**src/rtl/mem_responder_pkg.sv**
```systemverilog
// Shared definitions for mem_responder: FSM state encoding and the default
// load base address. The load base also sets the CPU reset PC, so both sides
// take it from here.
package mem_responder_pkg;

  typedef enum logic [1:0] {
    LOAD_IDLE = 2'd0,
    LOAD      = 2'd1,
    RUN       = 2'd2
  } state_t;

  localparam int unsigned DEFAULT_LOAD_BASE = 8;

endpackage

```
**src/rtl/mem_responder_mem_array.sv**
```systemverilog
// mem_responder_mem_array: word storage with one write port and a registered
// read port. The contents are never reset. A read and a write to the same
// address in the same cycle return the old word (read-first).
//   clk    : clock
//   we     : write enable
//   waddr  : write word address
//   wdata  : write data
//   raddr  : read word address
//   rdata  : registered read data
module mem_responder_mem_array #(
  parameter int unsigned ADDR_WIDTH = 6,
  parameter int unsigned DATA_WIDTH = 16
) (
  input  logic                  clk,
  input  logic                  we,
  input  logic [ADDR_WIDTH-1:0] waddr,
  input  logic [DATA_WIDTH-1:0] wdata,
  input  logic [ADDR_WIDTH-1:0] raddr,
  output logic [DATA_WIDTH-1:0] rdata
);

  logic [DATA_WIDTH-1:0] mem [2**ADDR_WIDTH];

  always_ff @(posedge clk) begin
    if (we) begin
      mem[waddr] <= wdata;
    end
    rdata <= mem[raddr];
  end

endmodule

```
**src/rtl/mem_responder.sv**
```systemverilog
// mem_responder: the memory that answers the CPU bus. After reset it takes
// program words over a valid/ready port, writing them from LOAD_BASE upward.
// It then hands the memory to the CPU port.
//   clk, rst  : clock; asynchronous active-high reset
//   we/addr/data/out : CPU port. out is registered read data with 1-cycle latency
//   ld_valid/ld_data/ld_last/ld_ready : loader handshake
//   run       : load finished, CPU port live
//   overflow  : sticky; the load wrapped back to LOAD_BASE without ld_last
module mem_responder
  import mem_responder_pkg::*;
#(
  parameter int unsigned ADDR_WIDTH = 6,
  parameter int unsigned DATA_WIDTH = 16,
  parameter int unsigned LOAD_BASE  = DEFAULT_LOAD_BASE
) (
  input  logic                  clk,
  input  logic                  rst,
  input  logic                  we,
  input  logic [ADDR_WIDTH-1:0] addr,
  input  logic [DATA_WIDTH-1:0] data,
  output logic [DATA_WIDTH-1:0] out,
  input  logic                  ld_valid,
  input  logic [DATA_WIDTH-1:0] ld_data,
  input  logic                  ld_last,
  output logic                  ld_ready,
  output logic                  run,
  output logic                  overflow
);

  localparam logic [ADDR_WIDTH-1:0] BASE = ADDR_WIDTH'(LOAD_BASE);

  state_t                  state_q, state_d;
  logic [ADDR_WIDTH-1:0]   ptr_q;
  logic [ADDR_WIDTH-1:0]   ptr_inc;
  logic                    ld_ready_q;
  logic                    overflow_q;
  logic                    rd_en_q;
  logic                    accept;
  logic                    set_ovf;

  logic                    mem_we;
  logic [ADDR_WIDTH-1:0]   mem_waddr;
  logic [DATA_WIDTH-1:0]   mem_wdata;
  logic [DATA_WIDTH-1:0]   mem_rdata;

  // ld_ready is registered and only ever high while in LOAD. It therefore
  // rises on the second edge after reset release and drops on the edge that
  // leaves LOAD.
  assign accept  = ld_valid && ld_ready_q;
  assign ptr_inc = ptr_q + 1'b1;

  always_comb begin
    state_d = state_q;
    set_ovf = 1'b0;
    unique case (state_q)
      LOAD_IDLE: state_d = LOAD;
      LOAD: begin
        if (accept) begin
          if (ld_last) begin
            state_d = RUN;
          end else if (ptr_inc == BASE) begin
            state_d = RUN;
            set_ovf = 1'b1;
          end
        end
      end
      RUN:     state_d = RUN;
      default: state_d = LOAD_IDLE;
    endcase
  end

  always_ff @(posedge clk or posedge rst) begin
    if (rst) begin
      state_q    <= LOAD_IDLE;
      ptr_q      <= BASE;
      ld_ready_q <= 1'b0;
      overflow_q <= 1'b0;
      rd_en_q    <= 1'b0;
    end else begin
      state_q    <= state_d;
      ld_ready_q <= (state_q == LOAD) && (state_d == LOAD);
      rd_en_q    <= (state_q == RUN);
      if (accept) begin
        ptr_q <= ptr_inc;
      end
      if (set_ovf) begin
        overflow_q <= 1'b1;
      end
    end
  end

  // The loader owns the write port while loading. The CPU owns it only in RUN.
  always_comb begin
    mem_we    = 1'b0;
    mem_waddr = addr;
    mem_wdata = data;
    if (accept) begin
      mem_we    = 1'b1;
      mem_waddr = ptr_q;
      mem_wdata = ld_data;
    end else if (state_q == RUN) begin
      mem_we = we;
    end
  end

  mem_responder_mem_array #(
    .ADDR_WIDTH (ADDR_WIDTH),
    .DATA_WIDTH (DATA_WIDTH)
  ) u_mem (
    .clk   (clk),
    .we    (mem_we),
    .waddr (mem_waddr),
    .wdata (mem_wdata),
    .raddr (addr),
    .rdata (mem_rdata)
  );

  // rd_en_q marks read data that was captured during RUN. out stays 0 until
  // then, and the unreset array output never reaches the CPU.
  assign out      = rd_en_q ? mem_rdata : '0;
  assign ld_ready = ld_ready_q;
  assign run      = (state_q == RUN);
  assign overflow = overflow_q;

endmodule

```
**config.mk**
```make
export PLATFORM = sky130hd
export DESIGN_NAME = mem_responder
export DESIGN_NICKNAME = d
export VERILOG_FILES = /design/src/rtl/mem_responder_pkg.sv /design/src/rtl/mem_responder_mem_array.sv /design/src/rtl/mem_responder.sv
export SDC_FILE = /design/constraint.sdc
export NUM_CORES = 1
export LEC_CHECK = 0
export CORE_UTILIZATION = 45
export DETAILED_ROUTE_END_ITERATION = 8
export GPL_ROUTABILITY_DRIVEN = 0
export PLACE_DENSITY_LB_ADDON = 0.12
export SLEW_MARGIN = 40
export SYNTH_ARGS = -nofsm -noshare
export SYNTH_HDL_FRONTEND = slang
export SYNTH_SLANG_ARGS = --single-unit
export TNS_END_PERCENT = 20
```
**constraint.sdc**
```tcl
create_clock -name clk -period 3.6 [get_ports clk]
set_clock_uncertainty 0.15 [all_clocks]
set_input_delay 0.72 -clock clk [delete_from_list [all_inputs] [get_ports clk]]
set_output_delay 0.72 -clock clk [all_outputs]
set_load 0.05 [all_outputs]
```
# [Word level (Yosys, flattened, before mapping)]
# Memory sizes are Yosys's and may differ from the RTL's. A register that Yosys moved wholly into a read port is not among the register bits.
# Cells that the tools add are included.
[op_classes] n_eq_ne=4 add_sub_neg=1 mux=15 reduce_logical=3
[op_table] op="$mux W16" count=2
[op_table] op="$mux W1" count=8
[op_table] op="$add A6 B1 Y6 const B" count=1
[op_table] op="$eq A6 B4 Y1 const B" count=1
[op_table] op="$mux W2" count=3
[op_table] op="$mux W6" count=1
[op_table] op="$pmux W2 S3" count=1
[op_table] op="$eq A2 B1 Y1 const B" count=2
[op_table] op="$eq A2 B2 Y1 const B" count=1
[op_table] op="$logic_and A1 B1 Y1" count=2
[op_table] op="$logic_not A2 Y1" count=1
[word_totals] input_bits=43 elab_cells=29 ff_bits=11 mem_count=1 mem_bits_rw=1024 out_inout_bits=19
[mem_list] name="u_mem.mem" depth=64 word_bits=16 read_ports=1 rd_clocked_by_memory_dff=1 write_ports=1 line_no="mem_responder_mem_array.sv:22" rtl="logic [DATA_WIDTH-1:0] mem [2**ADDR_WIDTH];"

# [Longest topological paths before layout]
[logic_depth] word_depth=8 ltp_mapped=9 depth_no_buf=5

# [Modules after synthesis]
# A second synthesis with hierarchy kept.
[unflattened] cells_unflattened=1959 hier_area_um2=40889.2
[by_module_without_submodules] mod="mem_responder_mem_array" seq_area_each_um2=31069.8 n_inst=1 area_each_um2=40042.2 cells_per_inst=1829
[by_module_without_submodules] mod="mem_responder" seq_area_each_um2=276.5 n_inst=1 area_each_um2=847.1 cells_per_inst=130

# [Least setup slack after synthesis]
# Ideal clock, no wire load.
[synth_path] path_type="input to register" from="in addr[0]" to="mem u_mem.mem[20][0] (enable)" setup_ps=388 arrival_ps=2684 slack_ps=378 t_required_ps=3062 path_stages=8 path_cell_list="buf_6 buf_12 buf_6 buf_6 or3_1 o31ai_1 nand2_2 nor2_1"
[synth_via] elab_chain_cells=1
[synth_rtl] element="start: declaration" line_no="mem_responder.sv:19" rtl="input logic [ADDR_WIDTH-1:0] addr,"
[synth_rtl] element="$mux W6" line_no="mem_responder.sv:97" rtl="if (accept) begin"
[synth_rtl] element="end: declaration" line_no="mem_responder_mem_array.sv:22"
# No other way between the ends.

# [Final worst setup path]
[layout_path] from="reg rd_en_q" to="out out[15]"
[layout_via] elab_chain_cells=1
[layout_rtl] element="start: declaration" line_no="mem_responder.sv:37" rtl="logic rd_en_q;"
[layout_rtl] element="start signal: assignment" line_no="mem_responder.sv:82" rtl="rd_en_q <= (state_q == RUN);"
[layout_rtl] element="$mux W16" line_no="mem_responder.sv:120" rtl="assign out = rd_en_q ? mem_rdata : '0;"
[layout_rtl] element="end: declaration" line_no="mem_responder.sv:21" rtl="output logic [DATA_WIDTH-1:0] out,"
# No other way between the ends.

==> metrics <==
critical path arrival=2490 ps; share of post-route cells with drive strength above 1=0.260; Synth Area in Compound Gates=0.0335; Starting DRT DRC Count=2277; Top Family by Delay on Critical Path=buffers and inverters; Critical Path Sink Type=output pin; First-pass DRT Iterations=5; Die X-Extent=302 um; number of distinct standard cells referenced by the synthesized netlist=56; dominant cells by area after synthesis=sky130_fd_sc_hd__edfxtp_1 (76%), sky130_fd_sc_hd__mux4_2 (12%), sky130_fd_sc_hd__mux2i_1 (2.2%); number of clock sinks=1051; clock tree from TritonCTS=built; Synth Area in Adders=0.000308; leading post-synthesis cells by instance count=sky130_fd_sc_hd__edfxtp_1 (1024), sky130_fd_sc_hd__mux4_2 (216), sky130_fd_sc_hd__nand2_1 (103), sky130_fd_sc_hd__mux2i_1 (90), sky130_fd_sc_hd__nor2_1 (85); dominant combinational cell family by area after synthesis=multiplexers; Skew-Pair Late Insertion Delay=650 ps; detail-routed net length per standard cell=30.3 um; number of endpoints with negative hold slack in the final report=0; Placed Instances=3263; per-cell via count in the routed design=5.90; met3 usage in global routing=0.0412; initial standard-cell utilization of the core=0.457; Max Cap Violations=0; type of the most critical hold path=input port to asynchronous set/reset pin; total leakage power=15.4 nW; final design area excluding fillers=0.0475 mm^2; HPWL Detailed=65200 um; met1 capacity usage during global routing=0.340; buffers inserted during post-CTS setup optimization=0; met2 usage in global routing=0.370; total routed wirelength=105000 um; number of antenna violations at the first check in global routing=9; Finished Layout Cells=3456; kind of launch point of the worst setup path=flop; worst hold slack=218 ps; run status=finished clean; number of cell rows=109; area of the die=0.0913 mm^2; Mapped Area=0.0406 mm^2; share of the yosys chip area belonging to registers=0.773; ys flop type=sky130_fd_sc_hd__edfxtp_1; RSZ-0062 raised after global routing=false; Most Crowded Layer GR=met2; CTS Buffer Depth=3; post-synth top area cell=sky130_fd_sc_hd__edfxtp_1; slowest cell on the critical path=sky130_fd_sc_hd__clkdlybuf4s50_1; GRT Overall Usage=0.234; slew margin rel.=0.440; CP max stage delay=840 ps; most frequently used cell type in the post-synthesis netlist=sky130_fd_sc_hd__edfxtp_1; Final Total Pwr=28.3 mW; area inside the core boundary=0.0888 mm^2; end-of-flow core utilization=0.535; Required @ worst endpoint=2730 ps; type of the worst setup path=flop to output pin; Period Utilization, post-route=0.933; root cell of the clock tree=sky130_fd_sc_hd__clkbuf_16; Setup Total Neg Slack=0 ps; cell count after synthesis=1949; total number of vias=20400; Post-Synth Simple-Gate Area=0.0335; Post-DRT Antenna Nets=0; count of H-tree levels built during CTS=3; Final Slew Violations=0; mux share of post-synthesis cell area=0.142; slew at the pin closest to its max-slew limit=837 ps; CTS Hold Buffers Added=0; ordered cell list for the critical path=and2_1 -> clkdlybuf4s50_1; signed area change from the synthesized netlist to the final layout=17.0%; Critical path buffers and inverters=1; final count of negative-setup-slack endpoints=0; total placed instance area=0.0442 mm^2; yosys synthesis warning count=0; first-pass GRT wire length=150000 um; setup slack of the critical path after layout=240 ps; Port-buffer cells=61; power per cell area=595 mW/mm^2; total nets after synthesis=1993; Post-synth EDFFs=1024; parity-gate share of the synthesized area counting xor and xnor cells=0.00108; quantity of gates resized following cts=0; # DRC=0; async set or reset register ratio after synthesis=0.0105; fillcell total=6827; pin count of the biggest net entering global routing=65; post-layout net count=2249; aggregate global routing overflow=0; via count of the first global-routing pass=20600; worst-case vdd ir drop=481 uV; minimum setup slack after placement=50.0 ps; num ports=62; peak clock frequency supported by timing=298 MHz; Vert. Die Dim=302 um; TritonCTS buffer count=105; CP max FO=16; shortest clock period the worst path allows after layout=3360 ps; Post-Synthesis Mean Instance Area=20.8 um^2; total of flip-flops plus latches after synthesis=1051; share of the synthesized area in the top cell type=0.758; CTS clk-pin slew, worst paths=60 ps
[logic make-up (layout without fill, tap and decap cells)]
kind of cell,Yosys count,count (layout)
DFF,1051,1051
muxes,306,306
and+or+nand+nor,287,287
AOI/OAI and AO/OA,194,194
buffers and inverters,105,446
xor gates and xnor gates,5,5
adders and majority gates,1,1
other,0,1
[layout make-up]
type	count	area [um^2]	area share
multi-input combinational	793	8590	0.181
clock buffer	133	2840	0.0598
antenna	1	2.50	0.0000527
clock inverter	59	448	0.00943
sequential	1051	31300	0.660
tap	1165	1460	0.0307
inverter	2	7.51	0.000158
timing repair buffer	252	2790	0.0587
[sequential cells by signal, summed over array words and instances (netlist names)]
name,cells
u_mem.mem,1024
rd_en_q,1
ld_ready,1
ptr_q,6
state_q,2
overflow,1
u_mem.rdata,16
[worst reg2reg max path, delay by kind of cell, from the launching register on]
kind | cells | cell delay, ps
simple gates | 4 | 1200
buf+inv | 2 | 450
flops | 1 | 400
compound gates | 1 | 130
[layer usage]
| metal | part of all wire | vias to the layer above |
|---|---|---|
| met5 | 0.00054 | - |
| met4 | 0.020 | 8 |
| met3 | 0.074 | 128 |
| met2 | 0.48 | 798 |
| met1 | 0.43 | 10800 |
| li1 | - | 8620 |
[cell usage in the layout (no fill, tap or decap), types with 23 or more instances in the layout]
cell type,count
sky130_fd_sc_hd__nand2_1,87
sky130_fd_sc_hd__buf_4,132
sky130_fd_sc_hd__edfxtp_1,1024
sky130_fd_sc_hd__clkinv_2,28
sky130_fd_sc_hd__clkbuf_16,109
sky130_fd_sc_hd__nor2_1,84
sky130_fd_sc_hd__clkdlybuf4s50_1,57
sky130_fd_sc_hd__mux4_2,216
sky130_fd_sc_hd__a21oi_1,23
sky130_fd_sc_hd__o22ai_1,65
sky130_fd_sc_hd__a211oi_1,33
sky130_fd_sc_hd__a22oi_1,24
sky130_fd_sc_hd__mux2i_1,90
sky130_fd_sc_hd__buf_12,59
[worst paths after layout]
path / cells after the start / slack [ps] / end / from
max in group asynchronous: 2 / 2750 / ptr_q[3] / rst
min in group clk: 1 / 330 / state_q[0] / state_q[1]
setup / recovery: 2 / 240 / out[15] / rd_en_q
hold reg to reg: 1 / 330 / state_q[0] / state_q[1]
setup reg to reg: 7 / 950 / u_mem.mem[24][8] / ld_ready
hold / removal: 2 / 220 / ptr_q[4] / rst
[where the power goes]
| part | total [mW] | leakage [nW] | internal (mW) | switching [mW] |
|---|---|---|---|---|
| Combinational | 3.20 | 4.23 | 0.929 | 2.27 |
| Sequential | 14.6 | 9.51 | 14.5 | 0.140 |
| Clock | 10.5 | 1.62 | 5.98 | 4.48 |
| Total | 28.3 | 15.4 | 21.4 | 6.89 |
No activity file was read; power rests on OpenSTA's default activity.
